--- src/rtl/regfile_pkg.sv ---
// Shared types and defaults for the multi-port register file.
package regfile_pkg;

    localparam int RF_DEFAULT_W = 16;
    localparam int RF_DEFAULT_N = 8;

    typedef enum logic {
        RF_IDLE,
        RF_CLEAR
    } rf_state_t;

endpackage

--- src/rtl/rf_clear_ctrl.sv ---
// Bulk-clear sequencer: walks a counter over every register address,
// presenting one zero-write per cycle while busy.
module rf_clear_ctrl
    import regfile_pkg::*;
#(
    parameter int N = RF_DEFAULT_N
) (
    input  logic                 clk,
    input  logic                 rst_n,
    input  logic                 clear,
    output logic                 busy,
    output logic                 clr_we,
    output logic [$clog2(N)-1:0] clr_addr
);

    localparam int AW = $clog2(N);
    localparam logic [AW-1:0] LAST = AW'(N - 1);

    rf_state_t     state;
    rf_state_t     state_nx;
    logic [AW-1:0] cnt;
    logic [AW-1:0] cnt_nx;

    // State and address counter registers.
    always_ff @(posedge clk or negedge rst_n) begin
        if (!rst_n) begin
            state <= RF_IDLE;
            cnt   <= '0;
        end else begin
            state <= state_nx;
            cnt   <= cnt_nx;
        end
    end

    // Next-state logic; clear is only honoured from IDLE, so a pulse while
    // busy cannot restart the walk.
    always_comb begin
        state_nx = state;
        cnt_nx   = cnt;
        unique case (state)
            RF_IDLE: begin
                if (clear) begin
                    state_nx = RF_CLEAR;
                    cnt_nx   = '0;
                end
            end
            RF_CLEAR: begin
                if (cnt == LAST) begin
                    state_nx = RF_IDLE;
                    cnt_nx   = '0;
                end else begin
                    cnt_nx = cnt + AW'(1);
                end
            end
            default: begin
                state_nx = RF_IDLE;
                cnt_nx   = '0;
            end
        endcase
    end

    assign busy     = (state == RF_CLEAR);
    assign clr_we   = (state == RF_CLEAR);
    assign clr_addr = cnt;

endmodule

--- src/rtl/regfile_mp.sv ---
// Flop-based register file with one write port, two registered
// write-first read ports and a sequenced bulk clear.
module regfile_mp
    import regfile_pkg::*;
#(
    parameter int W = RF_DEFAULT_W,
    parameter int N = RF_DEFAULT_N
) (
    input  logic                 clk,
    input  logic                 rst_n,
    input  logic [W-1:0]         data_in,
    input  logic [$clog2(N)-1:0] writenum,
    input  logic                 write,
    input  logic [$clog2(N)-1:0] readnum_a,
    input  logic [$clog2(N)-1:0] readnum_b,
    input  logic                 clear,
    output logic                 busy,
    output logic [W-1:0]         data_out_a,
    output logic [W-1:0]         data_out_b
);

    localparam int AW = $clog2(N);

    logic          clr_we;
    logic [AW-1:0] clr_addr;
    logic          ext_we;
    logic          we;
    logic [AW-1:0] waddr;
    logic [W-1:0]  wdata;
    logic [W-1:0]  regs [N];

    rf_clear_ctrl #(
        .N (N)
    ) u_clear_ctrl (
        .clk      (clk),
        .rst_n    (rst_n),
        .clear    (clear),
        .busy     (busy),
        .clr_we   (clr_we),
        .clr_addr (clr_addr)
    );

    // Merge the external and clear write sources; clear wins both while
    // busy and in the cycle the clear pulse is taken.
    always_comb begin
        ext_we = write & ~busy & ~clear;
        we     = clr_we | ext_we;
        waddr  = clr_we ? clr_addr : writenum;
        wdata  = clr_we ? '0 : data_in;
    end

    // Register storage, asynchronously zeroed so contents reset with the block.
    always_ff @(posedge clk or negedge rst_n) begin
        if (!rst_n) begin
            for (int unsigned i = 0; i < N; i++) begin
                regs[i] <= '0;
            end
        end else if (we) begin
            regs[waddr] <= wdata;
        end
    end

    // Port A registered read with write-first bypass.
    always_ff @(posedge clk or negedge rst_n) begin
        if (!rst_n) begin
            data_out_a <= '0;
        end else if (we && (waddr == readnum_a)) begin
            data_out_a <= wdata;
        end else begin
            data_out_a <= regs[readnum_a];
        end
    end

    // Port B registered read with write-first bypass.
    always_ff @(posedge clk or negedge rst_n) begin
        if (!rst_n) begin
            data_out_b <= '0;
        end else if (we && (waddr == readnum_b)) begin
            data_out_b <= wdata;
        end else begin
            data_out_b <= regs[readnum_b];
        end
    end

endmodule

--- config.mk ---
export PLATFORM = sky130hd
export DESIGN_NAME = regfile_mp
export DESIGN_NICKNAME = d
export VERILOG_FILES = /design/src/rtl/regfile_pkg.sv /design/src/rtl/rf_clear_ctrl.sv /design/src/rtl/regfile_mp.sv
export SDC_FILE = /design/constraint.sdc
export NUM_CORES = 1
export LEC_CHECK = 0
export CORE_MARGIN = 2
export CORE_UTILIZATION = 42
export DETAILED_ROUTE_END_ITERATION = 12
export REMOVE_ABC_BUFFERS = 1
export SLEW_MARGIN = 15
export SYNTH_ARGS = -nofsm -noshare
export SYNTH_HDL_FRONTEND = slang
export SYNTH_HIERARCHICAL = 1
export SYNTH_SLANG_ARGS = --single-unit
--- constraint.sdc ---
create_clock -name clk -period 2.6 [get_ports clk]
set_clock_uncertainty 0.05 [all_clocks]
set_input_delay 0.52 -clock clk [delete_from_list [all_inputs] [get_ports clk]]
set_output_delay 0.52 -clock clk [all_outputs]
set_load 0.02 [all_outputs]
# Word-level counts from Yosys, hierarchy flattened
# Index checks and enable logic that the tools add are counted.
# word_totals
wordCells,51
out_inout_bits,33
in_bits,29
register_bits,164
# op_classes
bitwise_logic,8
n_mux,19
n_eq_ne,4
addsub,1
order_cmp,4
n_reduce_logical,3
# op_table
operator,n
bitwise mux 128 bit,1
two-way mux 16 bit,8
binary-select mux 16 bit (select 3 bit),2
demux 16 bit (select 3 bit),1
greater-or-equal comparator 4 bit (second input constant),3
NOT 3 -> 4 bit,3
two-way mux 3 bit,3
== test 3 bit,2
one-hot mux 3 bit (2 select lines),1
less-than comparator 4 x 1 -> 1 bit (second input constant),1
adder 3 x 1 -> 3 bit (second input constant),1
== test 3 bit (second input constant),1
logical AND 1 bit,3
AND 1 bit,2
two-way mux 1 bit,2
inequality test 2 bit (second input constant),1
NOT 1 bit,2
one-hot mux 1 bit (2 select lines),1
bitwise OR 1 bit,1

# Logic depth before layout (Yosys ltp)
# depth
depth_word,7
mapped_depth,8
ltp_nobuf,4

# Modules after synthesis
# Netlist, hierarchy kept.
# by_module_without_submodules
mod,area_each_um2,cells_per_inst,n_inst,seq_area_each_um2
regfile_mp,8291.7,511,1,4003.8
rf_clear_ctrl,197.7,16,1,100.1

# Least setup slack after synthesis
# OpenSTA, ideal clock, no wires.
# synth_path
path_type,register -> register
startpoint,register u_clear_ctrl.state (netlist: u_clear_ctrl/busy)
endpoint,register data_out_a[10]
setup_slack_ps,192
path_buffers,3
arrival_ps,2233
path_stages_with_launch,8
setup_time_ps,125
required_ps,2425
period_less_slack_ps,2408
cell_sequence,dfrtp_1 > buf_4 > buf_6 > mux2i_4 > xnor2_1 > nor4_4 > buf_8 > mux2_4
# synth_between
elab_chain_len,6
elab_cells_between_ends,9
classes_between,eq/ne (1); mux (3); bitwise (4); reduce/logical (1)
# synth_rtl
item,line,text
start: declaration,rf_clear_ctrl.sv:19,rf_state_t state;
start signal: assignment,rf_clear_ctrl.sv:30,state <= state_nx;
NOT 1 bit,n/a,
AND 1 bit (2 in a row),regfile_mp.sv:46,ext_we = write & ~busy & ~clear;
bitwise OR 1 bit,regfile_mp.sv:47,we = clr_we | ext_we;
logical AND 1 bit,regfile_mp.sv:67,end else if (we && (waddr == readnum_a)) begin
two-way mux 16 bit (*),regfile_mp.sv:67,
end signal: assignment,regfile_mp.sv:68,data_out_a <= wdata;
end signal: assignment,regfile_mp.sv:70,data_out_a <= regs[readnum_a];
end: declaration,regfile_mp.sv:18,"output logic [W-1:0] data_out_a,"
# Every way passes the cells marked *; elsewhere a longest branch is shown, timed or not.
# A chain may end at the register's enable or synchronous reset.

# Worst setup path in the final report
# layout_path
startpoint,register u_clear_ctrl.state (netlist: u_clear_ctrl/busy)
endpoint,output busy
# layout_rtl
item,line,text
end: declaration,regfile_mp.sv:17,"output logic busy,"
# No word-level cell between the ends.

==> summary.txt <==
Floorplan
  • Core area: 20,040 µm²
  • Die height: about 150 µm
  • Die width: 146.2 µm
  • Row count: 52
  • I/O Pins: 62
  • Starting Density: 0.4236
  • Die Area: between 20,000 and 25,000 µm²

Synthesis
  • Synth warn: 6
  • Netlist cell types: 34
  • Synth top area share: 0.4834
  • Post-synth EDFFs: 0
  • Post-Synthesis Cell Area: 8489 µm²
  • Yosys top cell by area: dfrtp_1
  • Register area share after synthesis: 0.4834
  • Post-synthesis average cell area: 16.11 µm²
  • Asr flop ratio synth: 1.000
  • Area contributors post-synth: dfrtp_1 (48%), mux2_2 (18%), mux4_2 (17%)
  • Yosys reg bits: roughly 160
  • Synth Instances: ~530
  • Dominant synthesized flop cell: dfrtp_1

CTS
  • Root Driver: clkbuf_16
  • Cts repair resizes: 1
  • Longest Clk Path Bufs: 2
  • Total clock sinks: 164
  • CTS buffer count: 17
  • Post-CTS Setup Inserts: 0
  • H-tree levels: 4
  • Clk slew on worst S/H paths: 0.06 ns
  • Cts hold-fix bufs: 0
  • CTS tree: done
  • Later-pin clock latency in the skew report: 0.42 ns

Setup path
  • Max stage delay on crit path: 0.63 ns
  • Crit path buf inv count: 2
  • Critical path type: reg -> out
  • Cell family with most CP delay: buffers and inverters
  • Cell breakdown of the critical path: buf_4 > clkdlybuf4s50_1
  • Crit path arrival time: 1.87 ns
  • Crit. End Element: output port
  • FF-to-FF Start: u_clear_ctrl/busy
  • Worst setup SP type: flop
  • Worst path depth: 2
  • Critical-path maximum fanout: 12
  • Critical Path Start: u_clear_ctrl/busy
  • Required @ worst endpoint: 2.03 ns
  • R2R depth: 6
  • Slowest CP cell: clkdlybuf4s50_1

Final layout
  • Area added between synthesis and finish: 19.37%
  • Layout cells sized above 1: 0.4809
  • Nets@finish: between 600 and 700
  • ANT cells: 0
  • Fin util: 0.5057

STA
  • Worst-Margin Slew: ~0.70 ns
  • Slew Limit Fails: 0
  • Slew headroom: 0.5300
  • Setup TNS: 0 ns
  • Fin crit period: between 2 and 2.5 ns
  • RSZ-0062 raised after global routing: no
  • Setup slack after layout: 0.1563 ns
  • Period Utilization, post-route: 0.9399
  • Hold Vio Cnt, Final: 0
  • Fmax achieved: 0.4092 GHz
  • Setup violations, final: 0

Global route
  • Vias in the first global route: 5,387
  • First-pass GRT wire length: 31,420 µm
  • Initial antenna violation count: 0
  • Global route overflow: 0
  • GRT Total Usage: 0.1971
  • Largest net degree at the start of global routing: 61

Pwr
  • Peak supply drop: 538.8 µV
  • Total power: 0.01073 W
  • Cell Pwr Density: 1059 nW/µm²
  • Static Leakage: 4.626 nW

Detailed routing
  • DRC viols: 0
  • Routed Antenna Nets: 0
  • DR vias: just under 5,000
  • Drt wl/cell: roughly 23 µm
  • Routed WL: a little under 20,000 µm
  • TritonRoute pass-1 iters: 4
  • Initial DRC count: between 200 and 300
  • DR vias/cell: 5.553

Place
  • Port Buf Inserts: 61
  • Routability-driven placement congestion ratio: 0.7147
  • Detailed placement HPWL: between 10,000 and 15,000 µm
  • Placement Setup Slack: -0.05340 ns

Hold path
  • Hold Crit Class: in -> async

Run status
  • Status: finished clean

Flow run
  • Max-cap violations: 0
-- final cells by class --
type                    instances  area (µm²)
fillers                      1734        9906
multi-input cells             312        4143
flip-flops and latches        164        4105
repair buffers                 96        1015
clock buffers                  26       479.2
well taps                     270       337.8
clock inverters                 4       50.05
inverters                       1       3.754
-- state kept, by name, indices dropped and copies added, names as in the netlist --
name,flops
data_out_b,16
data_out_a,16
u_clear_ctrl/clr_addr,3
regs,128
u_clear_ctrl/busy,1
-- worst reg2reg max path, delay by kind of cell (launching register included) --
| family | cells | cell delay, ns |
|---|---|---|
| flip-flops | 1 | 0.52 |
| AND/OR/NAND/NOR | 2 | 0.51 |
| buffers and inverters | 2 | 0.37 |
| multiplexers | 1 | 0.35 |
| AO/OA/AOI/OAI | 1 | 0.30 |
-- per-stage QoR --
| step | area [µm²] | instances | hold slack, ns |
|---|---|---|---|
| 6_report | 10130 | 873 | 0.02131 |
| 5_1_grt | 10130 | 873 | 0.05689 |
| 4_1_cts | 10130 | 873 | 0.03840 |
| 3_5_place_dp | 9603 | 843 | 0.4505 |
| 3_3_place_gp | 9603 | 843 | 0.4360 |
| 2_1_floorplan | 8250 | 477 | 0.1744 |
-- cells by family after synthesis --
group / synth area share
multiplexers: 0.4398
AO/OA/AOI/OAI: 0.006632
buffers and inverters: 0.02859
XOR/XNOR: 0.006190
adder cells (fa/ha/maj): 0.004422
flip-flops: 0.4834
AND/OR/NAND/NOR: 0.03095
-- path summary, 6_finish.rpt --
kind	to	slack (ns)
min in group clk	regs[117]	0.46
max reg2reg	regs[21]	0.37
min	regs[57]	0.02
min reg2reg	regs[117]	0.46
max in group asynchronous	u_clear_ctrl/busy	1.73
max	busy	0.16
-- synthesized netlist by cell type (2+ instances only) --
library cell  count
dfrtp_1         164
buf_1             8
nor2b_1          17
mux2_2          132
mux2i_4           2
clkbuf_1         21
mux2_4           20
nand2_1           5
ha_1              3
mux4_2           64
xnor2_1           6
nor4_4            2
nand2b_1          4
buf_6             2
buf_2            16
nand2_2           4
mux2_1           40
-- placed cells by master, fill, tap and decap left out, types with 3 or more instances in the layout --
master           count
buf_12              12
buf_4               23
clkbuf_1             7
clkbuf_16           17
clkdlybuf4s50_1     58
dfrtp_1            163
ha_1                 3
mux2_1              40
mux2_2             132
mux2_4              20
mux4_2              64
nand2_1              5
nand2_2              4
nand2b_1             4
nor2b_1             17
xnor2_1              6
-- routing by layer --
metal	vias up	track usage	part of all wire
li1	2120	-	-
met1	2605	0.2647	0.45
met2	104	0.3238	0.49
met3	19	0.04500	0.048
met4	0	0.05728	0.014
met5	-	0	0
-- where the power goes --
part	total [W]	internal, W	switching (W)	leakage [nW]
clock	0.00229	0.00136	0.000935	0.250
sequential	0.00392	0.00337	0.000555	2.24
combinational	0.00451	0.00245	0.00206	2.14
(Power assumes the default switching activity.)
